## src/rtl/fetch_queue_pkg.sv

```systemverilog
// Shared fetch-path constants for the fetch queue and its neighbours.
// Purpose : entry field widths, the compressed-instruction detect constant,
//           the default predictor index width and the queue occupancy view.
// Contents: INST_W, ADDR_W, PRED_TABLE_BIT, INST_FULL_OPC,
//           fq_state_e (EMPTY / NONEMPTY), is_compressed().
package fetch_queue_pkg;

  localparam int INST_W         = 32;
  localparam int ADDR_W         = 32;
  localparam int PRED_TABLE_BIT = 10;

  // A 32-bit instruction has both low opcode bits set; anything else is a
  // 16-bit compressed encoding.
  localparam logic [1:0] INST_FULL_OPC = 2'b11;

  typedef enum logic {
    FQ_EMPTY    = 1'b0,
    FQ_NONEMPTY = 1'b1
  } fq_state_e;

  function automatic logic is_compressed(input logic [INST_W-1:0] inst);
    return inst[1:0] != INST_FULL_OPC;
  endfunction

endpackage

```

## src/rtl/fetch_queue.sv

```systemverilog
// fetch_queue: instruction buffer between fetch and issue.
//
// Ports:
//   clk_in, rst_in (async, active-low), rdy_in (global enable, freezes state)
//   clear                        flush: empties the queue, pointers back to 0
//   enq_valid, enq_inst/pc/pred/target/g_ind/l_ind   fetch side
//   full, almost_full            occupancy flags for the fetch side to gate on
//   deq_ready, deq_valid, deq_inst/pc/pred/target/g_ind/l_ind, deq_is_c
//   count                        current occupancy
//
// Handshake: an enqueue happens on a rising edge where enq_valid is high, the
// queue is not full (or a dequeue frees a slot that same edge), clear is low
// and rdy_in is high; an enq_valid that does not fire is simply dropped.
// A dequeue happens on an edge where deq_valid and deq_ready are both high,
// clear is low and rdy_in is high.
//
// deq_* are registered copies of the head entry, so a new entry becomes
// visible one cycle after it is written (no same-cycle bypass).
module fetch_queue
  import fetch_queue_pkg::*;
#(
  parameter int DEPTH     = 8,
  parameter int AF_THRESH = DEPTH - 2,
  parameter int PRED_W    = PRED_TABLE_BIT
) (
  input  logic                       clk_in,
  input  logic                       rst_in,
  input  logic                       rdy_in,
  input  logic                       clear,
  input  logic                       enq_valid,
  input  logic [INST_W-1:0]          enq_inst,
  input  logic [ADDR_W-1:0]          enq_pc,
  input  logic                       enq_pred,
  input  logic [ADDR_W-1:0]          enq_target,
  input  logic [PRED_W-1:0]          enq_g_ind,
  input  logic [PRED_W-1:0]          enq_l_ind,
  output logic                       full,
  output logic                       almost_full,
  input  logic                       deq_ready,
  output logic                       deq_valid,
  output logic [INST_W-1:0]          deq_inst,
  output logic [ADDR_W-1:0]          deq_pc,
  output logic                       deq_pred,
  output logic [ADDR_W-1:0]          deq_target,
  output logic [PRED_W-1:0]          deq_g_ind,
  output logic [PRED_W-1:0]          deq_l_ind,
  output logic                       deq_is_c,
  output logic [$clog2(DEPTH):0]     count
);

  localparam int PTR_W = $clog2(DEPTH);
  localparam int CNT_W = PTR_W + 1;

  // Entry storage: flat per-field register arrays, no reset needed since
  // deq_valid qualifies every read.
  logic [INST_W-1:0] mem_inst_q   [DEPTH];
  logic [ADDR_W-1:0] mem_pc_q     [DEPTH];
  logic              mem_pred_q   [DEPTH];
  logic [ADDR_W-1:0] mem_target_q [DEPTH];
  logic [PRED_W-1:0] mem_g_q      [DEPTH];
  logic [PRED_W-1:0] mem_l_q      [DEPTH];
  logic              mem_is_c_q   [DEPTH];

  logic [PTR_W-1:0]  wr_ptr_q, wr_ptr_d, rd_ptr_q, rd_ptr_d;
  logic [CNT_W-1:0]  count_q, count_d;
  fq_state_e         state_q, state_d;

  logic [INST_W-1:0] head_inst_q, head_inst_d;
  logic [ADDR_W-1:0] head_pc_q, head_pc_d;
  logic              head_pred_q, head_pred_d;
  logic [ADDR_W-1:0] head_target_q, head_target_d;
  logic [PRED_W-1:0] head_g_q, head_g_d;
  logic [PRED_W-1:0] head_l_q, head_l_d;
  logic              head_is_c_q, head_is_c_d;

  logic clear_act, enq_fire, deq_fire;

  assign full        = (count_q == CNT_W'(DEPTH));
  assign almost_full = (count_q >= CNT_W'(AF_THRESH));
  assign deq_valid   = (state_q == FQ_NONEMPTY);
  assign count       = count_q;

  assign clear_act = clear && rdy_in;
  assign deq_fire  = deq_valid && deq_ready && !clear && rdy_in;
  assign enq_fire  = enq_valid && (!full || deq_fire) && !clear && rdy_in;

  // Pointer and occupancy next-state; count is tracked on its own so that
  // full and empty stay distinguishable when the pointers coincide.
  always_comb begin
    wr_ptr_d = wr_ptr_q;
    rd_ptr_d = rd_ptr_q;
    count_d  = count_q;
    if (clear_act) begin
      wr_ptr_d = '0;
      rd_ptr_d = '0;
      count_d  = '0;
    end else begin
      if (enq_fire) wr_ptr_d = wr_ptr_q + PTR_W'(1);
      if (deq_fire) rd_ptr_d = rd_ptr_q + PTR_W'(1);
      case ({enq_fire, deq_fire})
        2'b10:   count_d = count_q + CNT_W'(1);
        2'b01:   count_d = count_q - CNT_W'(1);
        default: count_d = count_q;
      endcase
    end
  end

  // EMPTY / NONEMPTY occupancy view; drives deq_valid.
  always_comb begin
    state_d = state_q;
    case (state_q)
      FQ_EMPTY: begin
        if (enq_fire) state_d = FQ_NONEMPTY;
      end
      FQ_NONEMPTY: begin
        if (clear_act) state_d = FQ_EMPTY;
        else if (deq_fire && !enq_fire && count_q == CNT_W'(1)) state_d = FQ_EMPTY;
      end
      default: state_d = FQ_EMPTY;
    endcase
  end

  // Next head contents. If the slot that becomes head is the one being
  // written this edge (queue empty, or count==1 with a dequeue), the
  // incoming fields are forwarded into the head register.
  always_comb begin
    head_inst_d   = head_inst_q;
    head_pc_d     = head_pc_q;
    head_pred_d   = head_pred_q;
    head_target_d = head_target_q;
    head_g_d      = head_g_q;
    head_l_d      = head_l_q;
    head_is_c_d   = head_is_c_q;
    if (rdy_in) begin
      if (enq_fire && (wr_ptr_q == rd_ptr_d)) begin
        head_inst_d   = enq_inst;
        head_pc_d     = enq_pc;
        head_pred_d   = enq_pred;
        head_target_d = enq_target;
        head_g_d      = enq_g_ind;
        head_l_d      = enq_l_ind;
        head_is_c_d   = is_compressed(enq_inst);
      end else begin
        head_inst_d   = mem_inst_q[rd_ptr_d];
        head_pc_d     = mem_pc_q[rd_ptr_d];
        head_pred_d   = mem_pred_q[rd_ptr_d];
        head_target_d = mem_target_q[rd_ptr_d];
        head_g_d      = mem_g_q[rd_ptr_d];
        head_l_d      = mem_l_q[rd_ptr_d];
        head_is_c_d   = mem_is_c_q[rd_ptr_d];
      end
    end
  end

  always_ff @(posedge clk_in) begin
    if (enq_fire) begin
      mem_inst_q[wr_ptr_q]   <= enq_inst;
      mem_pc_q[wr_ptr_q]     <= enq_pc;
      mem_pred_q[wr_ptr_q]   <= enq_pred;
      mem_target_q[wr_ptr_q] <= enq_target;
      mem_g_q[wr_ptr_q]      <= enq_g_ind;
      mem_l_q[wr_ptr_q]      <= enq_l_ind;
      mem_is_c_q[wr_ptr_q]   <= is_compressed(enq_inst);
    end
  end

  always_ff @(posedge clk_in or negedge rst_in) begin
    if (!rst_in) begin
      wr_ptr_q      <= '0;
      rd_ptr_q      <= '0;
      count_q       <= '0;
      state_q       <= FQ_EMPTY;
      head_inst_q   <= '0;
      head_pc_q     <= '0;
      head_pred_q   <= 1'b0;
      head_target_q <= '0;
      head_g_q      <= '0;
      head_l_q      <= '0;
      head_is_c_q   <= 1'b0;
    end else begin
      wr_ptr_q      <= wr_ptr_d;
      rd_ptr_q      <= rd_ptr_d;
      count_q       <= count_d;
      state_q       <= state_d;
      head_inst_q   <= head_inst_d;
      head_pc_q     <= head_pc_d;
      head_pred_q   <= head_pred_d;
      head_target_q <= head_target_d;
      head_g_q      <= head_g_d;
      head_l_q      <= head_l_d;
      head_is_c_q   <= head_is_c_d;
    end
  end

  assign deq_inst   = head_inst_q;
  assign deq_pc     = head_pc_q;
  assign deq_pred   = head_pred_q;
  assign deq_target = head_target_q;
  assign deq_g_ind  = head_g_q;
  assign deq_l_ind  = head_l_q;
  assign deq_is_c   = head_is_c_q;

endmodule

```

## config.mk

```make
export PLATFORM = sky130hd
export DESIGN_NAME = fetch_queue
export DESIGN_NICKNAME = d
export VERILOG_FILES = /design/src/rtl/fetch_queue_pkg.sv /design/src/rtl/fetch_queue.sv
export SDC_FILE = /design/constraint.sdc
export NUM_CORES = 1
export LEC_CHECK = 0
export CORE_MARGIN = 3
export CORE_UTILIZATION = 45
export DETAILED_ROUTE_END_ITERATION = 8
export HOLD_SLACK_MARGIN = 0.15
export PLACE_DENSITY = 0.65
export SYNTH_ARGS = -nofsm -noshare
export SYNTH_HDL_FRONTEND = slang
export SYNTH_SLANG_ARGS = --single-unit
export TNS_END_PERCENT = 5
```

## constraint.sdc

```tcl
create_clock -name clk_in -period 14.85 [get_ports clk_in]
set_clock_uncertainty 0.15 [all_clocks]
set_input_delay 3.7125 -clock clk_in [delete_from_list [all_inputs] [get_ports clk_in]]
set_output_delay 3.7125 -clock clk_in [all_outputs]
set_load 0.01 [all_outputs]
```

==> impl_metrics.yaml, run 1 <==
sta:
  rsz0062_at_grt: "false"
  hold_viol: 0
  fin_crit_sh: 0.5995
  finalCriticalPeriod_ns: 8.903
  hold_slack_ns: 0.4489
  maxSlewHeadroom: 0.1074
  setup_slack_ns: 5.947
  fmax_mhz: 112.3
  worst_pin_slew_ns: 1.339
  final_max_slew_viol_count: 0
  setup_viol: 0
  setup_tns_ns: 0
power:
  total_power_uw: 7534
  peakVddDrop_mv: 0.1091
  power.leakage_uw: 0.01606
  power_density_mw_per_mm2: 153.1
synth:
  syn_nets: 2507
  synth_area_per_cell_um2: 17.61
  synth_area_mm2: 0.04187
  syn_inst: 2377
  synthFlopType: "edfxtp_1"
  seq_area_frac_synth: 0.7542
  netlist-cell-type-count: 51
  yosysWarnings: 0
  yosys_register_bits: 1073
  synth_edf_count: 944
  async_reset_ff_frac: 0.1202
die:
  core_area_mm2: 0.09194
  die_h_um: 311.0
  start_util: 0.4554
  row_count: 111
  die_w_um: 311.0
  die_area_mm2: 0.09674
  num_io_pins: 248
setup_path:
  cp-start-kind: "primary input"
  cp_data_required_time_ns: 15.20
  crit_type: "primary input to flip-flop"
  worst-path-buf-inv: 5
  cp_common_cell: "buf_4"
  crit_cells: 10
  max_stage_delay_ns: 0.90
  arrival_ns: 9.25
  r2r_cells: 9
  worstPathCellList: "clkdlybuf4s50_1 -> nand4b_1 -> o221ai_4 -> buf_4 -> buf_4 -> buf_4 -> buf_4 -> mux2_2 -> o22ai_1 -> o31ai_1"
  cp_max_fo: 69
  critPathTopFamily: "buffers and inverters"
  end_kind: "flip-flop"
  critPathSlowestCell: "buf_4"
detailed_routing:
  wire_per_inst_um: 25.71
  num_vias: 22550
  dr.pass1.iters: 5
  drtIter0Drc: 1737
  routed_wl_mm: 101.7
  postRouteAntennaNets: 0
  route.detailed.drc: 0
  drt-vias-per-instance: 5.700
cells_and_area:
  nNetsFinal: 2749
  final_common_cell: "edfxtp_1"
  syn_to_final_growth_pct: 17.51
  mostFrequentLayoutCells: "edfxtp_1, clkdlybuf4s50_1, mux2i_1"
  layout-drive-gt1-share: 0.1662
  stdcell_area_mm2: 0.04920
place:
  post-place-ws_ns: 5.258
  gp_congestion: 0.7717
  port_buffers: 247
  dpl.hpwl_mm: 47.75
  placed_area_mm2: 0.04574
grt:
  grtUsageTotal: 0.2067
  grt_pass1_vias: 23070
  grt_start_max_net_pins: 163
  grt-ovfl-total: 0
  antenna_found_initial: 14
  grt_pass1_wl_mm: 150.6
clock_tree:
  post_cts.repair.setup_buffers: 0
  holdBufCountCts: 0
  clk_path_buf_depth: 3
  post_cts_resized: 0
  insertion_delay_ns: 0.65
  numCtsBuffers: 106
  clk_pin_slew_ns: 0.06
  cts_tree: "yes"
  clock_sinks: 1073
  htree_levels: 3
  clockRootBuffer: "clkbuf_16"
min_path:
  holdCritPathClass: "flip-flop to flip-flop"
  min_path_cells: 3
flow_run:
  cap_viol_max_count: 0
run_status:
  status: "finished clean"
==> worst register-to-register path: stages, from the launching register on <==
cell and delay, ns:
dfrtp_1 0.49, nand4b_1 0.29, o221ai_4 0.27, buf_4 0.80
buf_4 0.91, buf_4 0.91, buf_4 0.96, mux2_2 0.47
o22ai_1 0.15, o31ai_1 0.10
==> worst paths after layout <==
check                      slack (ns)                          to                   from
max                              5.95    deq_inst[24]$_DFFE_PN0P_                  clear
min                              0.45       deq_pc[7]$_DFFE_PN0P_  deq_pc[7]$_DFFE_PN0P_
max reg2reg                      9.21    deq_inst[24]$_DFFE_PN0P_    deq_valid$_DFF_PN0_
min reg2reg                      0.45       deq_pc[7]$_DFFE_PN0P_  deq_pc[7]$_DFFE_PN0P_
max in group asynchronous       10.18  deq_target[21]$_DFFE_PN0P_                 rst_in
min in group asynchronous        2.91  deq_target[18]$_DFFE_PN0P_                 rst_in
==> state kept, by name, summed over array words and instances (netlist names), 3 cells and up <==
signal	cells
mem_inst_q	256
mem_pc_q	256
mem_target_q	256
mem_g_q	80
mem_l_q	80
deq_inst	32
deq_pc	32
deq_target	32
deq_g_ind	10
deq_l_ind	10
mem_is_c_q	8
mem_pred_q	8
count	4
rd_ptr_q	3
wr_ptr_q	3
==> stage by stage <==
| step | std cells | util |
|---|---|---|
| 3_3_place_gp | 3754 | 0.4974 |
| 6_report | 3957 | 0.5351 |
| 4_1_cts | 3951 | 0.5350 |
| 5_1_grt | 3954 | 0.5350 |
| 3_5_place_dp | 3754 | 0.4974 |
| 2_1_floorplan | 2377 | - |
==> layer usage <==
metal	global-route usage	part of all wire
met1	0.2820	0.43
met2	0.3429	0.49
met3	0.04216	0.065
met4	0.04967	0.018
met5	0	0.00099
==> area by class of cell <==
| cell class | instances | area [µm²] |
|---|---|---|
| Antenna cell | 6 | 15.01 |
| Timing Repair Buffer | 282 | 2846 |
| Tap cell | 1243 | 1555 |
| Inverter | 3 | 11.26 |
| Fill cell | 7275 | 42740 |
| Clock inverter | 51 | 464.2 |
| Clock buffer | 146 | 2985 |
| Sequential cell | 1073 | 31580 |
| Multi-Input combinational cell | 1153 | 9747 |
==> power breakdown <==
group          internal [µW]  switching (µW)  total (µW)
Sequential              3420             100        3520
Combinational            686             696        1380
Clock                   1540            1090        2630
Total                   5650            1890        7530
==> cells by family after synthesis <==
| logic type | count (synthesis) | share of synthesized area |
|---|---|---|
| xor+xnor | 3 | 0.0006277 |
| buf+inv | 151 | 0.01560 |
| compound gates | 498 | 0.08203 |
| flops | 1073 | 0.7542 |
| fa+ha+maj | 7 | 0.002092 |
| mux | 473 | 0.1201 |
| simple gates | 172 | 0.02534 |
==> cell usage after synthesis, types with 2 or more instances <==
master / number / area, µm²
clkbuf_1: 74 / 277.8
mux2i_1: 237 / 2372
xnor2_1: 2 / 17.52
a32o_1: 2 / 20.02
buf_2: 66 / 330.3
o22ai_1: 118 / 738.2
o31ai_1: 118 / 885.9
and3_1: 3 / 18.77
edfxtp_1: 944 / 28350
nor2b_1: 121 / 757.0
a22o_1: 118 / 1033
ha_1: 7 / 87.58
o21ai_0: 8 / 40.04
nand4b_1: 2 / 17.52
nand3_1: 5 / 25.02
nor3b_1: 2 / 15.01
buf_1: 7 / 26.28
inv_1: 2 / 7.510
nand2_1: 10 / 37.54
nor4b_1: 2 / 17.52
nand2b_1: 7 / 43.79
nor2_1: 4 / 15.01
or3b_1: 2 / 17.52
nor3_1: 3 / 15.01
dfrtp_1: 129 / 3228
nand4_1: 2 / 12.51
a21oi_1: 123 / 615.6
mux2_2: 236 / 2658
Power figures use the tool's default switching activity.
==> inputs of run 2 (changes only) <==
--- a/config.mk
+++ b/config.mk
@@ -9,7 +9,6 @@
 export CORE_UTILIZATION = 45
 export DETAILED_ROUTE_END_ITERATION = 8
 export HOLD_SLACK_MARGIN = 0.15
-export PLACE_DENSITY = 0.65
 export SYNTH_ARGS = -nofsm -noshare
 export SYNTH_HDL_FRONTEND = slang
 export SYNTH_SLANG_ARGS = --single-unit
==> constraint.sdc (replaced) <==
create_clock -name clk_in -period 9.31 [get_ports clk_in]
set_clock_uncertainty 0.15 [all_clocks]
set_input_delay 2.3275 -clock clk_in [delete_from_list [all_inputs] [get_ports clk_in]]
set_output_delay 2.3275 -clock clk_in [all_outputs]
set_load 0.01 [all_outputs]
==> impl_metrics.yaml, run 2 (synthesis results as in run 1) <==
cells_and_area:
  reg_top3: "mem_inst_q: 256 flops, mem_pc_q: 256 flops, mem_target_q: 256 flops"
  layout-drive-gt1-share: 0.1674
  stdcell_count: 3967
  final_common_cell: "edfxtp_1"
  syn_to_final_growth_pct: 18.16
  mostFrequentLayoutCells: "edfxtp_1, clkdlybuf4s50_1, mux2i_1"
  stdcell_area_mm2: 0.04947
  nNetsFinal: 2751
setup_path:
  r2r_cells: 7
  end_kind: "flip-flop"
  cp_data_required_time_ns: 9.67
  startpoint: "rdy_in"
  reg2reg_from: "deq_valid$_DFF_PN0_"
  arrival_ns: 6.30
  crit_type: "primary input to flip-flop"
  cp-start-kind: "primary input"
  cp_max_fo: 147
sta:
  final_max_slew_viol_count: 0
  hold_viol: 0
  fin_crit_sh: 0.6380
  worst_pin_slew_ns: 1.121
  fmax_mhz: 168.4
  setup_viol: 0
  rsz0062_at_grt: "false"
  maxSlewHeadroom: 0.2528
  setup_slack_ns: 3.370
  finalCriticalPeriod_ns: 5.940
die:
  num_io_pins: 248
  die_area_mm2: 0.09674
  start_util: 0.4554
  core_area_mm2: 0.09194
  die_h_um: 311.0
  row_count: 111
  die_w_um: 311.0
power:
  power_density_mw_per_mm2: 247.3
  total_power_uw: 12230
  power.leakage_uw: 0.01618
  peakVddDrop_mv: 0.1745
min_path:
  holdCritPathClass: "flip-flop to flip-flop"
  min_path_cells: 3
  hold_path_startpoint: "deq_target[23]$_DFFE_PN0P_"
grt:
  grt-ovfl-total: 0
  grt_pass1_vias: 23460
  antenna_found_initial: 11
  grt_start_max_net_pins: 148
  grt_pass1_wl_mm: 152.5
  grtUsageTotal: 0.2089
flow_run:
  cap_viol_max_count: 0
clock_tree:
  holdBufCountCts: 0
  post_cts_resized: 0
  cts_tree: "yes"
  clk_pin_slew_ns: 0.06
  htree_levels: 3
  numCtsBuffers: 110
  clk_path_buf_depth: 3
  clock_sinks: 1073
  post_cts.repair.setup_buffers: 0
  insertion_delay_ns: 0.67
  clockRootBuffer: "clkbuf_16"
place:
  placed_area_mm2: 0.04579
  dpl.hpwl_mm: 48.09
  port_buffers: 247
  gp_congestion: 0.7469
  post-place-ws_ns: 2.749
  dp_cells: 3752
detailed_routing:
  route.detailed.drc: 0
  drt-vias-per-instance: 5.662
  drtIter0Drc: 1669
  wire_per_inst_um: 25.74
  num_vias: 22460
  dr.pass1.iters: 5
  routed_wl_mm: 102.1
  postRouteAntennaNets: 0
run_status:
  status: "finished clean"
-- run 2: cell types whose count changed in the layout (fill, tap and decap cells not counted), sizes merged --
cell	delta
inv	-1
clkinvlp	-3
buf	-2
clkbuf	+14
bufinv	+2
-- run 2: critical path, cell delays in order --
cell and delay [ns]:
buf_4 0.57, nand4b_1 0.42, o221ai_4 0.34, buf_12 0.74, buf_4 0.94, mux2_2 0.42, o22ai_1 0.18, o31ai_1 0.11
-- run 2: cell type report --
| class | count | area (µm²) |
|---|---|---|
| fill | 7344 | 42470 |
| sequential | 1073 | 31580 |
| multi-input combinational | 1153 | 9771 |
| clock buffer | 160 | 3146 |
| timing repair buffer | 280 | 2882 |
| tap | 1243 | 1555 |
| clock inverter | 49 | 518.0 |
| antenna | 6 | 15.01 |
| inverter | 3 | 11.26 |
-- run 2: stage by stage --
| step | hold slack [ns] | util | setup TNS, ns |
|---|---|---|---|
| CTS | 0.4471 | 0.5379 | 0 |
| global placement | 0.4361 | 0.4981 | 0 |
| floorplan | 0.3960 | - | -1297.26 |
| finish | 0.4502 | 0.5381 | 0 |
| global route | 0.4810 | 0.5380 | 0 |
| detailed placement | 0.4242 | 0.4981 | 0 |
-- run 2: power breakdown --
group / internal, µW / total [µW] / switching, µW
Clock: 2620 / 4410 / 1790
Combinational: 1090 / 2200 / 1100
Sequential: 5460 / 5630 / 168
Total: 9170 / 12200 / 3070
-- run 2: path summary, 6_finish.rpt --
kind | endpoint | slack [ns]
max in group asynchronous | deq_target[30]$_DFFE_PN0P_ | 6.25
min | deq_target[23]$_DFFE_PN0P_ | 0.45
max | deq_target[5]$_DFFE_PN0P_ | 3.37
min reg2reg | deq_target[23]$_DFFE_PN0P_ | 0.45
min in group asynchronous | deq_pc[2]$_DFFE_PN0P_ | 1.47
max reg2reg | deq_target[5]$_DFFE_PN0P_ | 5.24
-- run 2: routing by layer --
metal	global-route usage	vias up	wire length (µm)
met5	0	-	62
met4	0.05268	10	1696
met3	0.03603	134	5584
met2	0.3501	587	50710
met1	0.2853	11730	44050
li1	-	9998	-
